**src/rtl/score_bcd_renderer_pkg.sv**
```systemverilog
// Shared segment indices and the BCD-to-seven-segment decode for the score overlay.
// Bit i of a segment mask lights segment SEG_A+i, so masks read {g,f,e,d,c,b,a}.
package score_pkg;

  localparam int SEG_A = 0;
  localparam int SEG_B = 1;
  localparam int SEG_C = 2;
  localparam int SEG_D = 3;
  localparam int SEG_E = 4;
  localparam int SEG_F = 5;
  localparam int SEG_G = 6;

  localparam logic [6:0] BLANK_SEG = 7'b000_0000;

  // Nibbles A-F never occur in a BCD counter; they fall through to an unlit glyph.
  function automatic logic [6:0] bcd_to_seg(input logic [3:0] d);
    logic [6:0] s;
    s = BLANK_SEG;
    case (d)
      4'd0:    s = 7'b011_1111;
      4'd1:    s = 7'b000_0110;
      4'd2:    s = 7'b101_1011;
      4'd3:    s = 7'b100_1111;
      4'd4:    s = 7'b110_0110;
      4'd5:    s = 7'b110_1101;
      4'd6:    s = 7'b111_1101;
      4'd7:    s = 7'b000_0111;
      4'd8:    s = 7'b111_1111;
      4'd9:    s = 7'b110_1111;
      default: s = BLANK_SEG;
    endcase
    return s;
  endfunction

endpackage

```
**src/rtl/score_bcd_renderer_if.sv**
```systemverilog
// Bundle between the game FSM / VGA timing (master) and the score renderer (slave).
// i_inc and i_clear are level-sampled every clock (no valid/ready): each high cycle of
// i_inc is one increment, i_clear wins over i_inc, and o_new_high is a one-cycle pulse.
interface score_bcd_renderer_if #(
    parameter int NUM_DIGITS = 4
);

    logic [9:0]              i_hpos;
    logic [9:0]              i_vpos;
    logic                    i_inc;
    logic                    i_clear;
    logic                    i_show_high;
    logic [4*NUM_DIGITS-1:0] o_score_bcd;
    logic [4*NUM_DIGITS-1:0] o_high_bcd;
    logic                    o_saturated;
    logic                    o_new_high;
    logic [2:0]              o_score_rgb;

    modport master (
        output i_hpos, i_vpos, i_inc, i_clear, i_show_high,
        input  o_score_bcd, o_high_bcd, o_saturated, o_new_high, o_score_rgb
    );

    modport slave (
        input  i_hpos, i_vpos, i_inc, i_clear, i_show_high,
        output o_score_bcd, o_high_bcd, o_saturated, o_new_high, o_score_rgb
    );

endinterface

```
**src/rtl/score_bcd_renderer_bcd_digit.sv**
```systemverilog
// One decimal digit of the ripple-BCD score counter: counts 0..9 when enabled,
// wraps 9->0 and raises o_carry in the cycle it wraps.
module bcd_digit (
    input  logic       i_clk,
    input  logic       i_rst_n,
    input  logic       i_clr,
    input  logic       i_en,
    output logic [3:0] o_q,
    output logic       o_carry
);

    always_ff @(posedge i_clk) begin
        if (!i_rst_n || i_clr) begin
            o_q <= 4'd0;
        end else if (i_en) begin
            o_q <= (o_q == 4'd9) ? 4'd0 : o_q + 4'd1;
        end
    end

    assign o_carry = i_en & (o_q == 4'd9);

endmodule

```
**src/rtl/score_bcd_renderer.sv**
```systemverilog
// Score / high-score BCD counters rendered as seven-segment glyphs in the status bar,
// with leading-zero blanking and a registered pixel colour (one cycle of latency).
module score_bcd_renderer
    import score_pkg::*;
#(
    parameter int         NUM_DIGITS    = 4,
    parameter int         DIGIT_W       = 12,
    parameter int         DIGIT_H       = 28,
    parameter int         DIGIT_GAP     = 4,
    parameter int         H_START       = 560,
    parameter int         V_START       = 2,
    parameter int         BAR_HEIGHT    = 32,
    parameter logic [2:0] FG_RGB        = 3'b001,
    parameter logic [2:0] BG_RGB        = 3'b111,
    parameter bit         BLANK_LEADING = 1'b1
) (
    input logic                 i_clk,
    input logic                 i_rst_n,
    score_bcd_renderer_if.slave bus
);

    localparam int NW    = 4 * NUM_DIGITS;
    localparam int PITCH = DIGIT_W + DIGIT_GAP;

    localparam logic [15:0] W16   = 16'(DIGIT_W);
    localparam logic [15:0] H16   = 16'(DIGIT_H);
    localparam logic [15:0] T16   = 16'd4;
    localparam logic [15:0] M16   = 16'(DIGIT_H / 2);
    localparam logic [15:0] Y_LO  = 16'(V_START);
    localparam logic [15:0] Y_HI  = 16'(V_START + DIGIT_H);
    localparam logic [15:0] BAR16 = 16'(BAR_HEIGHT);

    // Which segments' stroke areas cover local glyph coordinate (x, y).
    function automatic logic [6:0] seg_zone(input logic [15:0] x, input logic [15:0] y);
        logic [6:0] z;
        z        = '0;
        z[SEG_A] = (y < T16);
        z[SEG_B] = (x >= W16 - T16) && (y < M16);
        z[SEG_C] = (x >= W16 - T16) && (y >= M16);
        z[SEG_D] = (y >= H16 - T16);
        z[SEG_E] = (x < T16) && (y >= M16);
        z[SEG_F] = (x < T16) && (y < M16);
        z[SEG_G] = (y >= M16 - T16 / 2) && (y < M16 + T16 / 2);
        return z;
    endfunction

    logic [NW-1:0]         score;
    logic [NW-1:0]         high;
    logic                  new_high;
    logic                  saturated;
    logic [NUM_DIGITS-1:0] nines;
    logic [NUM_DIGITS-1:0] carry;
    logic                  unused_msd_carry;

    // Score counter: digit k steps when every lower digit is 9; held once all 9s.
    assign carry[0] = bus.i_inc & ~saturated;

    for (genvar k = 0; k < NUM_DIGITS; k++) begin : g_digit
        if (k == NUM_DIGITS - 1) begin : g_msd
            bcd_digit u_digit (
                .i_clk   (i_clk),
                .i_rst_n (i_rst_n),
                .i_clr   (bus.i_clear),
                .i_en    (carry[k]),
                .o_q     (score[4*k +: 4]),
                .o_carry (unused_msd_carry)
            );
        end else begin : g_lsd
            bcd_digit u_digit (
                .i_clk   (i_clk),
                .i_rst_n (i_rst_n),
                .i_clr   (bus.i_clear),
                .i_en    (carry[k]),
                .o_q     (score[4*k +: 4]),
                .o_carry (carry[k+1])
            );
        end
        assign nines[k] = (score[4*k +: 4] == 4'd9);
    end

    assign saturated = &nines;

    // Packed BCD keeps decimal order, so a plain unsigned compare ranks the scores.
    always_ff @(posedge i_clk) begin
        if (!i_rst_n) begin
            high     <= '0;
            new_high <= 1'b0;
        end else begin
            new_high <= (score > high);
            if (score > high) begin
                high <= score;
            end
        end
    end

    logic [NW-1:0]         src;
    logic [15:0]           hpos16;
    logic [15:0]           vpos16;
    logic [15:0]           y;
    logic                  in_row;
    logic [NUM_DIGITS-1:0] upper_zero;
    logic [NUM_DIGITS-1:0] blank;
    logic [NUM_DIGITS-1:0] glyph_hit;

    assign src    = bus.i_show_high ? high : score;
    assign hpos16 = {6'd0, bus.i_hpos};
    assign vpos16 = {6'd0, bus.i_vpos};
    assign in_row = (vpos16 >= Y_LO) && (vpos16 < Y_HI);
    assign y      = vpos16 - Y_LO;

    // upper_zero[k]: digit k and every digit above it are zero.
    for (genvar k = 0; k < NUM_DIGITS; k++) begin : g_glyph
        localparam logic [15:0] X_LO = 16'(H_START + (NUM_DIGITS - 1 - k) * PITCH);

        logic        in_col;
        logic [15:0] x;

        if (k == NUM_DIGITS - 1) begin : g_top
            assign upper_zero[k] = (src[4*k +: 4] == 4'd0);
        end else begin : g_below
            assign upper_zero[k] = (src[4*k +: 4] == 4'd0) & upper_zero[k+1];
        end

        assign blank[k]     = BLANK_LEADING && upper_zero[k] && (k != 0);
        assign in_col       = (hpos16 >= X_LO) && (hpos16 < X_LO + W16);
        assign x            = hpos16 - X_LO;
        assign glyph_hit[k] = in_col & ~blank[k] &
                              (|(bcd_to_seg(src[4*k +: 4]) & seg_zone(x, y)));
    end

    logic [2:0] rgb_d;
    logic [2:0] rgb_q;

    always_comb begin
        rgb_d = BG_RGB;
        if (vpos16 >= BAR16) begin
            rgb_d = 3'b000;
        end else if (in_row && (|glyph_hit)) begin
            rgb_d = FG_RGB;
        end
    end

    always_ff @(posedge i_clk) begin
        if (!i_rst_n) begin
            rgb_q <= 3'b000;
        end else begin
            rgb_q <= rgb_d;
        end
    end

    assign bus.o_score_bcd = score;
    assign bus.o_high_bcd  = high;
    assign bus.o_saturated = saturated;
    assign bus.o_new_high  = new_high;
    assign bus.o_score_rgb = rgb_q;

endmodule

```
**src/flat_wrapper.sv**
```systemverilog
// flat-port wrapper written by rule: the top's interface ports become plain ports
module score_bcd_renderer_flat import score_pkg::*;
#(
    parameter int         NUM_DIGITS    = 4,
    parameter int         DIGIT_W       = 12,
    parameter int         DIGIT_H       = 28,
    parameter int         DIGIT_GAP     = 4,
    parameter int         H_START       = 560,
    parameter int         V_START       = 2,
    parameter int         BAR_HEIGHT    = 32,
    parameter logic [2:0] FG_RGB        = 3'b001,
    parameter logic [2:0] BG_RGB        = 3'b111,
    parameter bit         BLANK_LEADING = 1'b1
)
  (i_clk, i_rst_n, bus_i_hpos, bus_i_vpos, bus_i_inc, bus_i_clear, bus_i_show_high, bus_o_score_bcd, bus_o_high_bcd, bus_o_saturated, bus_o_new_high, bus_o_score_rgb);
  score_bcd_renderer_if #(.NUM_DIGITS(NUM_DIGITS)) bus_i ();
  input logic i_clk;
  input logic i_rst_n;
  input wire logic [$bits(bus_i.i_hpos)-1:0] bus_i_hpos;
  input wire logic [$bits(bus_i.i_vpos)-1:0] bus_i_vpos;
  input wire logic [$bits(bus_i.i_inc)-1:0] bus_i_inc;
  input wire logic [$bits(bus_i.i_clear)-1:0] bus_i_clear;
  input wire logic [$bits(bus_i.i_show_high)-1:0] bus_i_show_high;
  output wire logic [$bits(bus_i.o_score_bcd)-1:0] bus_o_score_bcd;
  output wire logic [$bits(bus_i.o_high_bcd)-1:0] bus_o_high_bcd;
  output wire logic [$bits(bus_i.o_saturated)-1:0] bus_o_saturated;
  output wire logic [$bits(bus_i.o_new_high)-1:0] bus_o_new_high;
  output wire logic [$bits(bus_i.o_score_rgb)-1:0] bus_o_score_rgb;
  assign bus_i.i_hpos = bus_i_hpos;
  assign bus_i.i_vpos = bus_i_vpos;
  assign bus_i.i_inc = bus_i_inc;
  assign bus_i.i_clear = bus_i_clear;
  assign bus_i.i_show_high = bus_i_show_high;
  assign bus_o_score_bcd = bus_i.o_score_bcd;
  assign bus_o_high_bcd = bus_i.o_high_bcd;
  assign bus_o_saturated = bus_i.o_saturated;
  assign bus_o_new_high = bus_i.o_new_high;
  assign bus_o_score_rgb = bus_i.o_score_rgb;
  score_bcd_renderer #(.NUM_DIGITS(NUM_DIGITS), .DIGIT_W(DIGIT_W), .DIGIT_H(DIGIT_H), .DIGIT_GAP(DIGIT_GAP), .H_START(H_START), .V_START(V_START), .BAR_HEIGHT(BAR_HEIGHT), .FG_RGB(FG_RGB), .BG_RGB(BG_RGB), .BLANK_LEADING(BLANK_LEADING)) u_core (.i_clk(i_clk), .i_rst_n(i_rst_n), .bus(bus_i));
endmodule
```
**config.mk**
```make
export PLATFORM = sky130hd
export DESIGN_NAME = score_bcd_renderer_flat
export DESIGN_NICKNAME = d
export VERILOG_FILES = /design/src/rtl/score_bcd_renderer_pkg.sv /design/src/rtl/score_bcd_renderer_if.sv /design/src/rtl/score_bcd_renderer_bcd_digit.sv /design/src/rtl/score_bcd_renderer.sv /design/src/flat_wrapper.sv
export SDC_FILE = /design/constraint.sdc
export NUM_CORES = 1
export LEC_CHECK = 0
export ABC_AREA = 1
export CAP_MARGIN = 30
export CORE_MARGIN = 8
export CORE_UTILIZATION = 35
export DETAILED_ROUTE_END_ITERATION = 6
export GPL_TIMING_DRIVEN = 0
export PLACE_DENSITY_LB_ADDON = 0.25
export SLEW_MARGIN = 20
export SYNTH_ARGS = -nofsm -noshare
export SYNTH_HDL_FRONTEND = slang
export SYNTH_HIERARCHICAL = 1
export SYNTH_SLANG_ARGS = --single-unit
```
**constraint.sdc**
```tcl
create_clock -name i_clk -period 2.7 [get_ports i_clk]
set_input_delay 0.27 -clock i_clk [delete_from_list [all_inputs] [get_ports i_clk]]
set_output_delay 0.27 -clock i_clk [all_outputs]
set_load 0.05 [all_outputs]
```
Word-level counts from Yosys, hierarchy flattened --
Memories as Yosys holds them, arrays and structs flattened. Index checks and enable logic that the tools add are counted.
Storage, ports and cells: flip-flop bits (word level) 36, ROM bits 448, word-level logic and storage cells 113, memories kept 4
Memories:
- (no name shown) | depth 16, width 7, rd ports 1, clocked after memory_dff 0, wr ports 0, RTL line score_bcd_renderer_pkg.sv:19 | case (d)
- (no name shown) | depth 16, width 7, rd ports 1, clocked after memory_dff 0, wr ports 0, RTL line score_bcd_renderer_pkg.sv:19
- (no name shown) | depth 16, width 7, rd ports 1, clocked after memory_dff 0, wr ports 0, RTL line score_bcd_renderer_pkg.sv:19
- (no name shown) | depth 16, width 7, rd ports 1, clocked after memory_dff 0, wr ports 0, RTL line score_bcd_renderer_pkg.sv:19
Cells by class: $add $sub $neg 9, magnitude comparators 26, equality and inequality tests 4, mux-type cells 6, bitwise logic cells 22, reductions and logical operators 35
Operators by type and width (count):
- >= comparator 16 x 4 -> 1 bit, second input constant | 6
- < comparator 16 x 3 -> 1 bit, second input constant | 5
- subtractor 10 x 10 -> 11 bit, second input constant | 4
- >= comparator 10 bit, second input constant | 4
- < comparator 10 bit, second input constant | 4
- AND 7 bit | 4
- OR reduction 7 bit | 4
- logical AND 1 bit | 23
- adder 4 x 1 -> 4 bit, second input constant | 4
- equality test 4 bit, second input constant | 4
- >= comparator 16 x 5 -> 1 bit, second input constant | 1
- greater-than comparator 16 bit | 1
- < comparator 16 x 4 -> 1 bit, second input constant | 1
- < comparator 16 x 5 -> 1 bit, second input constant | 1
- two-way mux 16 bit | 1
- two-way mux 4 bit | 4
- AND 1 bit | 13
- logical NOT 4 bit | 3
- subtractor 10 x 2 -> 11 bit, second input constant | 1
- >= comparator 10 x 2 -> 1 bit, second input constant | 1
- >= comparator 10 x 6 -> 1 bit, second input constant | 1
- < comparator 10 x 5 -> 1 bit, second input constant | 1
- inverter 1 bit | 5
- AND reduction 4 bit | 1
- 5 further kinds | 5

Longest topological paths before layout --
Gate-level depths: netlist (run 1).
depth in word-level cells 10, mapped depth 22

Modules after synthesis --
Netlist (run 1), hierarchy kept.
Modules (own cells, without submodules):
- score_bcd_renderer | times used 1, cells each 601, area each 3444.6 um^2, sequential area each 380.4 um^2
- bcd_digit | times used 4, cells each 29, area each 192.7 um^2, sequential area each 80.1 um^2

Least setup slack after synthesis (run 1) --
Ideal clock, no wire load.
path kind register to register, start point register u_core.g_digit[3].g_msd.u_digit.o_q[3], end point register u_core.g_digit[3].g_msd.u_digit.o_q[2], library setup time 0.116 ns, arrival time 3.583 ns, data required time 2.584 ns, setup slack -1.000 ns, stages on the path, launching flop included 15, path buffers 0, clock period less this slack 3.700 ns, cells stage by stage dfxtp_1 > inv_1 > nor4_1 > nand4_1 > nor3_1 > nor2_1 > nand3_1 > nor2_1 > nand3_1 > nor2_1 > nand3_1 > nor2_1 > nand3_1 > nand2_1 > and3_2
On the way: word-level cells in the longest chain between the ends 7
Ends and longest elaborated chain:
- start, declared | RTL line score_bcd_renderer_bcd_digit.sv:8 | output logic [3:0] o_q,
- start signal, assigned | RTL line score_bcd_renderer_bcd_digit.sv:16 | o_q <= (o_q == 4'd9) ? 4'd0 : o_q + 4'd1;
- equality test 4 bit | RTL line score_bcd_renderer.sv:78 | assign nines[k] = (score[4*k +: 4] == 4'd9);
- AND reduction 4 bit | RTL line score_bcd_renderer.sv:81 | assign saturated = &nines;
- named net bus_o_saturated | RTL line flat_wrapper.sv:26 | output wire logic [$bits(bus_i.o_saturated)-1:0] bus_o_saturated;
- inverter 1 bit | RTL line score_bcd_renderer.sv:56 | assign carry[0] = bus.i_inc & ~saturated;
- AND 1 bit | RTL line score_bcd_renderer.sv:56
- named net u_core.carry[0] | RTL line score_bcd_renderer.sv:52 | logic [NUM_DIGITS-1:0] carry;
- AND 1 bit | RTL line score_bcd_renderer_bcd_digit.sv:20 | assign o_carry = i_en & (o_q == 4'd9);
- named net u_core.carry[1] | RTL line score_bcd_renderer.sv:52
- AND 1 bit | RTL line score_bcd_renderer_bcd_digit.sv:20
- named net u_core.carry[2] | RTL line score_bcd_renderer.sv:52
- AND 1 bit | RTL line score_bcd_renderer_bcd_digit.sv:20
- named net u_core.carry[3] | RTL line score_bcd_renderer.sv:52
The timed path passes the listed nets, and every way through them passes these cells. A chain may end at the register's enable or synchronous reset.

Worst setup path after layout (run 1) --
start point register u_core.g_digit[3].g_msd.u_digit.o_q[3], end point output port bus_o_saturated
On the way: word-level cells in the longest chain between the ends 2
Ends and longest elaborated chain (RTL line):
- equality test 4 bit | score_bcd_renderer.sv:78
- AND reduction 4 bit | score_bcd_renderer.sv:81
- end, declared | flat_wrapper.sv:26
No other way between the ends.

==> results of run 1 <==
==> power by group through the flow <==
stage	Combinational (mW)	Sequential [mW]	Clock [mW]
4_1_cts	1.15	0.610	0.551
5_1_grt	1.28	0.616	0.581
3_3_place_gp	1.12	0.619	0
6_report	1.15	0.609	0.538
2_1_floorplan	0.632	0.781	0
3_5_place_dp	1.14	0.619	0
==> metal layers <==
layer | vias to the layer above | global-route usage, %
met4 | 0 | 5.73
met1 | 2075 | 17.5
met2 | 130 | 26.4
li1 | 2450 | -
met3 | 16 | 2.70
met5 | - | 0
==> layout by cell type, fill, tap and decap left out, types with 2 or more instances in the layout <==
| master | instances |
|---|---|
| clkbuf_16 | 5 |
| nor2_2 | 10 |
| nor2_4 | 6 |
| buf_2 | 4 |
| nand3_1 | 55 |
| nand2_2 | 9 |
| dfxtp_2 | 9 |
| nor2_1 | 68 |
| buf_4 | 6 |
| o21ai_0 | 38 |
| inv_2 | 2 |
| or2_2 | 3 |
| ha_1 | 52 |
| nand3b_1 | 2 |
| and3_2 | 4 |
| nor4_1 | 2 |
| dfxtp_1 | 19 |
| clkdlybuf4s50_1 | 54 |
| inv_1 | 103 |
| nor3_1 | 7 |
| a41oi_1 | 2 |
| nand3_2 | 4 |
| nand2_1 | 207 |
| a21oi_1 | 37 |
| o21ai_1 | 18 |
| dfxtp_4 | 7 |
| dlymetal6s2s_1 | 3 |
| nand4_1 | 23 |
| xor2_1 | 3 |
| clkbuf_1 | 7 |
==> sequential cells by signal, summed over array words and instances, names as in the netlist <==
signal                            count
u_core/bus.o_high_bcd                16
u_core/bus.o_new_high                 1
u_core/bus.o_score_rgb                2
u_core/g_digit.g_lsd.u_digit/o_q     12
u_core/g_digit.g_msd.u_digit/o_q      4
==> final timing paths <==
path	from	endpoint	slack (ns)
worst max register to register	u_core/g_digit[3].g_msd.u_digit/o_q[3]	u_core/g_digit[3].g_msd.u_digit/o_q[3]	0.21
worst min register to register	u_core/bus.o_high_bcd[15]	u_core/bus.o_high_bcd[15]	0.50
worst min-delay path	u_core/bus.o_high_bcd[15]	u_core/bus.o_high_bcd[15]	0.50
worst max-delay path	u_core/g_digit[3].g_msd.u_digit/o_q[3]	bus_o_saturated	0.12
==> metrics by stage <==
step	power (mW)	util, %	TNS [ns]	setup slack [ns]
2_1_floorplan	1.41	-	-0.0119	-0.0119
3_3_place_gp	1.74	42.3	-0.919	-0.253
3_5_place_dp	1.76	42.3	-1.14	-0.309
4_1_cts	2.31	43.5	0	0.0636
5_1_grt	2.48	44.0	0	0.0132
6_report	2.30	44.0	0	0.122
==> worst register-to-register path, delay by kind of cell (launching register included) <==
kind / cells / cell delay (ns)
buf+inv: 1 / 0.09
simple gates: 15 / 1.94
flops: 1 / 0.36
==> cell type report <==
cell class                 instances  area (um^2)  area share [%]
buffer                            12         65.1            1.25
clock buffer                       7          133            2.54
inverter                         106          402            7.69
multi-input combinational        563         3090            59.2
sequential                        35          738            14.1
tap                              147          184            3.52
timing repair buffer              61          608            11.6
==> what timing repair did <==
action,CTS,global route
setup buffers,0,4
endpoints found under the setup margin,4,3
resized for setup,4,9
==> impl_metrics.ini, run 1 <==
[status]
outcome = finished clean

[route]
wl_met2_mm = 5.84
highest_layer = met4
wl_met3_um = 642
wl_per_cell_um = 13.0
drt_iter0_markers = 250
drt-total-wl_mm = 12.1
vias_per_cell = 5.02
met1_length_mm = 5.45
dr.pass1.iters = 7
ant_nets = 0
route.detailed.drc = 0
vias = 4671

[place]
dp_cells = 920
place_area_um2 = 5010
gp_congestion = 0.909
dp_hpwl_mm = 9.71
numPortBuffers = 57

[cells_and_area]
nFillCells = 1242
diodes = 0
nNetsFinal = 862
syn_to_final_growth_pct = 24.0
final_cell_area_um2 = 5220
drive_above_1_share_pct = 9.69
layout.cells.non_filler = 931

[logic_synthesis]
syn_avg_cell_area_um2 = 5.88
yosysWarnings = 6
synthesis.nets = 794
netlist_area_um2 = 4210
netlist_instances = 716

[worst_setup_path]
reg2reg_depth = 16
worstPathCellList = inv_1 > nor4_1 > nand4_1 > nor3_4 > clkdlybuf4s50_1
worst-setup-path-type = register to output port
cp_num_cells = 5
slowest_delay_ns = 0.84
cpLargestDelayFamily = buffers and inverters
cp-start-kind = register
crit_required_ns = 2.43
crit_fanout = 7
endpoint_kind = output port
cpMaxStageDelayCell = clkdlybuf4s50_1
cp.arrival_ns = 2.31
critical_path_buf_inv_count = 2

[timing]
rsz0062_at_grt = no
slew_headroom_pct = 47.3
min_period_ns = 2.58
skew_ns = 0.00288
finalCritPeriodShare_pct = 95.5
final_max_slew_viol_count = 0
final-hold-violation-count = 0
worstMarginPinSlew_ns = 0.784
fmax_mhz = 388
finalSetupViolCount = 0
holdWs_ns = 0.504

[clock_network]
clock-root-buffer = clkbuf_16
clock_path_buffers = 2
numCtsBuffers = 5
cts-hold-fix-buffers = 0
clock_sinks = 35
path_clk_slew_ns = 0.05
insertion_delay_ns = 0.28
cts_max_level = 2
tritoncts = done

[floorplanning]
die_area_um2 = 15800
rows = 40
ios = 62
die_x_um = 126
chipHeight_um = 126
coreArea_um2 = 11900
start_util_pct = 35.5

[grt]
grt_pass1_vias = 4451
grt_start_max_net_pins = 14
grt_use_total_pct = 14.9
grt_pass1_wl_mm = 20.1
grt_overflow = 0
antenna_found_initial = 0

[worst_hold_path]
hold_path_class = register to register
hold_depth = 2

[power]
ir_worst_vdd_v = 0.000276
power.leakage_nw = 2.47
p_switching_mw = 1.02
power_frac_seq_pct = 26.5
p_clk_share_pct = 23.4
pwr-share-comb_pct = 50.1
p_sw_share_pct = 44.3
intPower_mw = 1.28
p_per_area_nw_per_um2 = 440

[job]
max_cap_violations = 0
Note: power is estimated with default switching activity, not from simulation.
==> run 2, diff against run 1 <==
- CORE_ASPECT_RATIO: unset -> 0.7
- PLACE_DENSITY: unset -> 0.6
- PLACE_DENSITY_LB_ADDON: 0.25 -> unset
- clock period: 2.7 -> 3.1 ns (I/O delays scaled with it)
==> impl_metrics.ini, run 2 (synthesis results as in run 1) <==
[worst_setup_path]
crit_fanout = 9
crit_required_ns = 3.28
slowest_delay_ns = 0.50
worstPathCellList = nor2_1 > nand4_1 > nor3_4 > nor2_2 > nand3_1 > nor2_2 > nand3_1 > nor2_2 > nand3_1 > nor2_2 > nand2_2 > nor2_1 > nand3_1 > nand2_1 > nor2_1
worst-setup-path-type = register to register
endpoint_kind = register
cp-start-kind = register
cpMaxStageDelayCell = dfxtp_1
cp.arrival_ns = 3.00

[power]
total_power_mw = 2.05
intPower_mw = 1.12
pwr-share-comb_pct = 50.3
p_switching_mw = 0.925
p_clk_share_pct = 23.6
ir_worst_vdd_v = 0.000249
power_frac_seq_pct = 26.1
p_per_area_nw_per_um2 = 398
p_sw_share_pct = 45.2
power.leakage_nw = 2.42

[timing]
setup_ws_ns = 0.275
skew_ns = 0.00551
finalSetupViolCount = 0
slew_headroom_pct = 49.0
worstMarginPinSlew_ns = 0.760
final-hold-violation-count = 0
finalCritPeriodShare_pct = 91.1
final_max_slew_viol_count = 0
rsz0062_at_grt = no
fmax_mhz = 354
min_period_ns = 2.83

[grt]
grt_pass1_vias = 4441
antenna_found_initial = 0
grt_start_max_net_pins = 14
grt_use_total_pct = 15.8
grt_pass1_wl_mm = 21.0
grt_overflow = 0

[cells_and_area]
largest_register_ffs = 16
diodes = 0
nNetsFinal = 858
final_common_cell = nand2_1
utilization_pct = 43.8
most-common-layout-cells = 207 x nand2_1, 103 x inv_1, 68 x nor2_1
syn_to_final_growth_pct = 22.1
final_cell_area_um2 = 5140
nFillCells = 1256
drive_above_1_share_pct = 7.30

[floorplanning]
ios = 62
rows = 33
chipHeight_um = 108
die_area_um2 = 15900
start_util_pct = 35.9
die_x_um = 147
coreArea_um2 = 11700

[clock_network]
post-cts-setup-buffer-count = 0
path_clk_slew_ns = 0.05
numCtsBuffers = 5
clock_path_buffers = 2
cts-hold-fix-buffers = 0
tritoncts = done
insertion_delay_ns = 0.28
clock-root-buffer = clkbuf_16
clock_sinks = 35
cts_max_level = 2

[place]
place_area_um2 = 4990
pre_cts_ws_ns = -0.108
numPortBuffers = 57
dp_hpwl_mm = 10.2
gp_congestion = 0.912

[route]
wl_per_cell_um = 13.3
drt-total-wl_mm = 12.5
ant_nets = 0
vias_per_cell = 5.05
vias = 4739
route.detailed.drc = 0
dr.pass1.iters = 5
drt_iter0_markers = 403

[job]
max_cap_violations = 0

[status]
outcome = finished clean

[worst_hold_path]
hold_path_class = register to register
run 2: changes by cell type in the layout (fill, tap and decap cells not counted), sizes merged:
cell	previous run	this run
buf	11	7
clkdlybuf4s50	54	57
clkinv	0	2
clkinvlp	1	0
dlymetal6s2s	3	0
run 2: power by group through the flow:
stage	Combinational (mW)	Sequential [mW]	Clock, mW
2_1_floorplan	0.550	0.686	0
3_3_place_gp	0.988	0.544	0
3_5_place_dp	1.01	0.545	0
4_1_cts	1.01	0.536	0.500
5_1_grt	1.14	0.540	0.520
6_report	1.03	0.535	0.483
run 2: repair_timing:
| action | 4_1_cts | 5_1_grt |
|---|---|---|
| resized for setup | 2 | 5 |
| endpoints found under the setup margin | 2 | 4 |
| cloned | 0 | 0 |
run 2: path summary, 6_finish.rpt:
kind	startpoint	to	slack, ns	cells after the start
hold / removal	u_core/bus.o_high_bcd[2]	u_core/bus.o_high_bcd[2]	0.50	2
hold reg to reg	u_core/bus.o_high_bcd[2]	u_core/bus.o_high_bcd[2]	0.50	2
setup reg to reg	u_core/g_digit[3].g_msd.u_digit/o_q[1]	u_core/g_digit[3].g_msd.u_digit/o_q[3]	0.27	15
setup / recovery	u_core/g_digit[3].g_msd.u_digit/o_q[1]	u_core/g_digit[3].g_msd.u_digit/o_q[3]	0.27	15
run 2: layout make-up:
class                   count  area (um^2)  share of cell area [%]
repair buffers             57          571                    11.1
clock inverters             1         5.00                  0.0973
flip-flops and latches     35          704                    13.7
clock buffers               7          133                    2.58
multi-input cells         563         3070                    59.7
inverters                 106          398                    7.74
well taps                 157          196                    3.82
plain buffers              12         65.1                    1.27
run 2: layer usage:
layer	part of all wire (%)	GRT usage [%]	vias up
met5	0	0	-
met4	0.74	2.39	0
met3	7.5	3.36	11
met2	41	23.9	153
met1	51	22.9	2129
li1	-	-	2446
run 2: stage by stage:
step	hold slack [ns]	cells	TNS, ns
after floorplan	0.448	716	0
after global placement	0.493	930	-0.0229
after detailed placement	0.498	930	-0.197
after CTS	0.508	938	0
after global routing	0.521	938	0
final	0.501	938	0
run 2: critical path, delay by kind of cell (launching register included):
| kind | cells | cell delay (ns) |
|---|---|---|
| flip-flops | 1 | 0.50 |
| AND/OR/NAND/NOR | 15 | 2.23 |
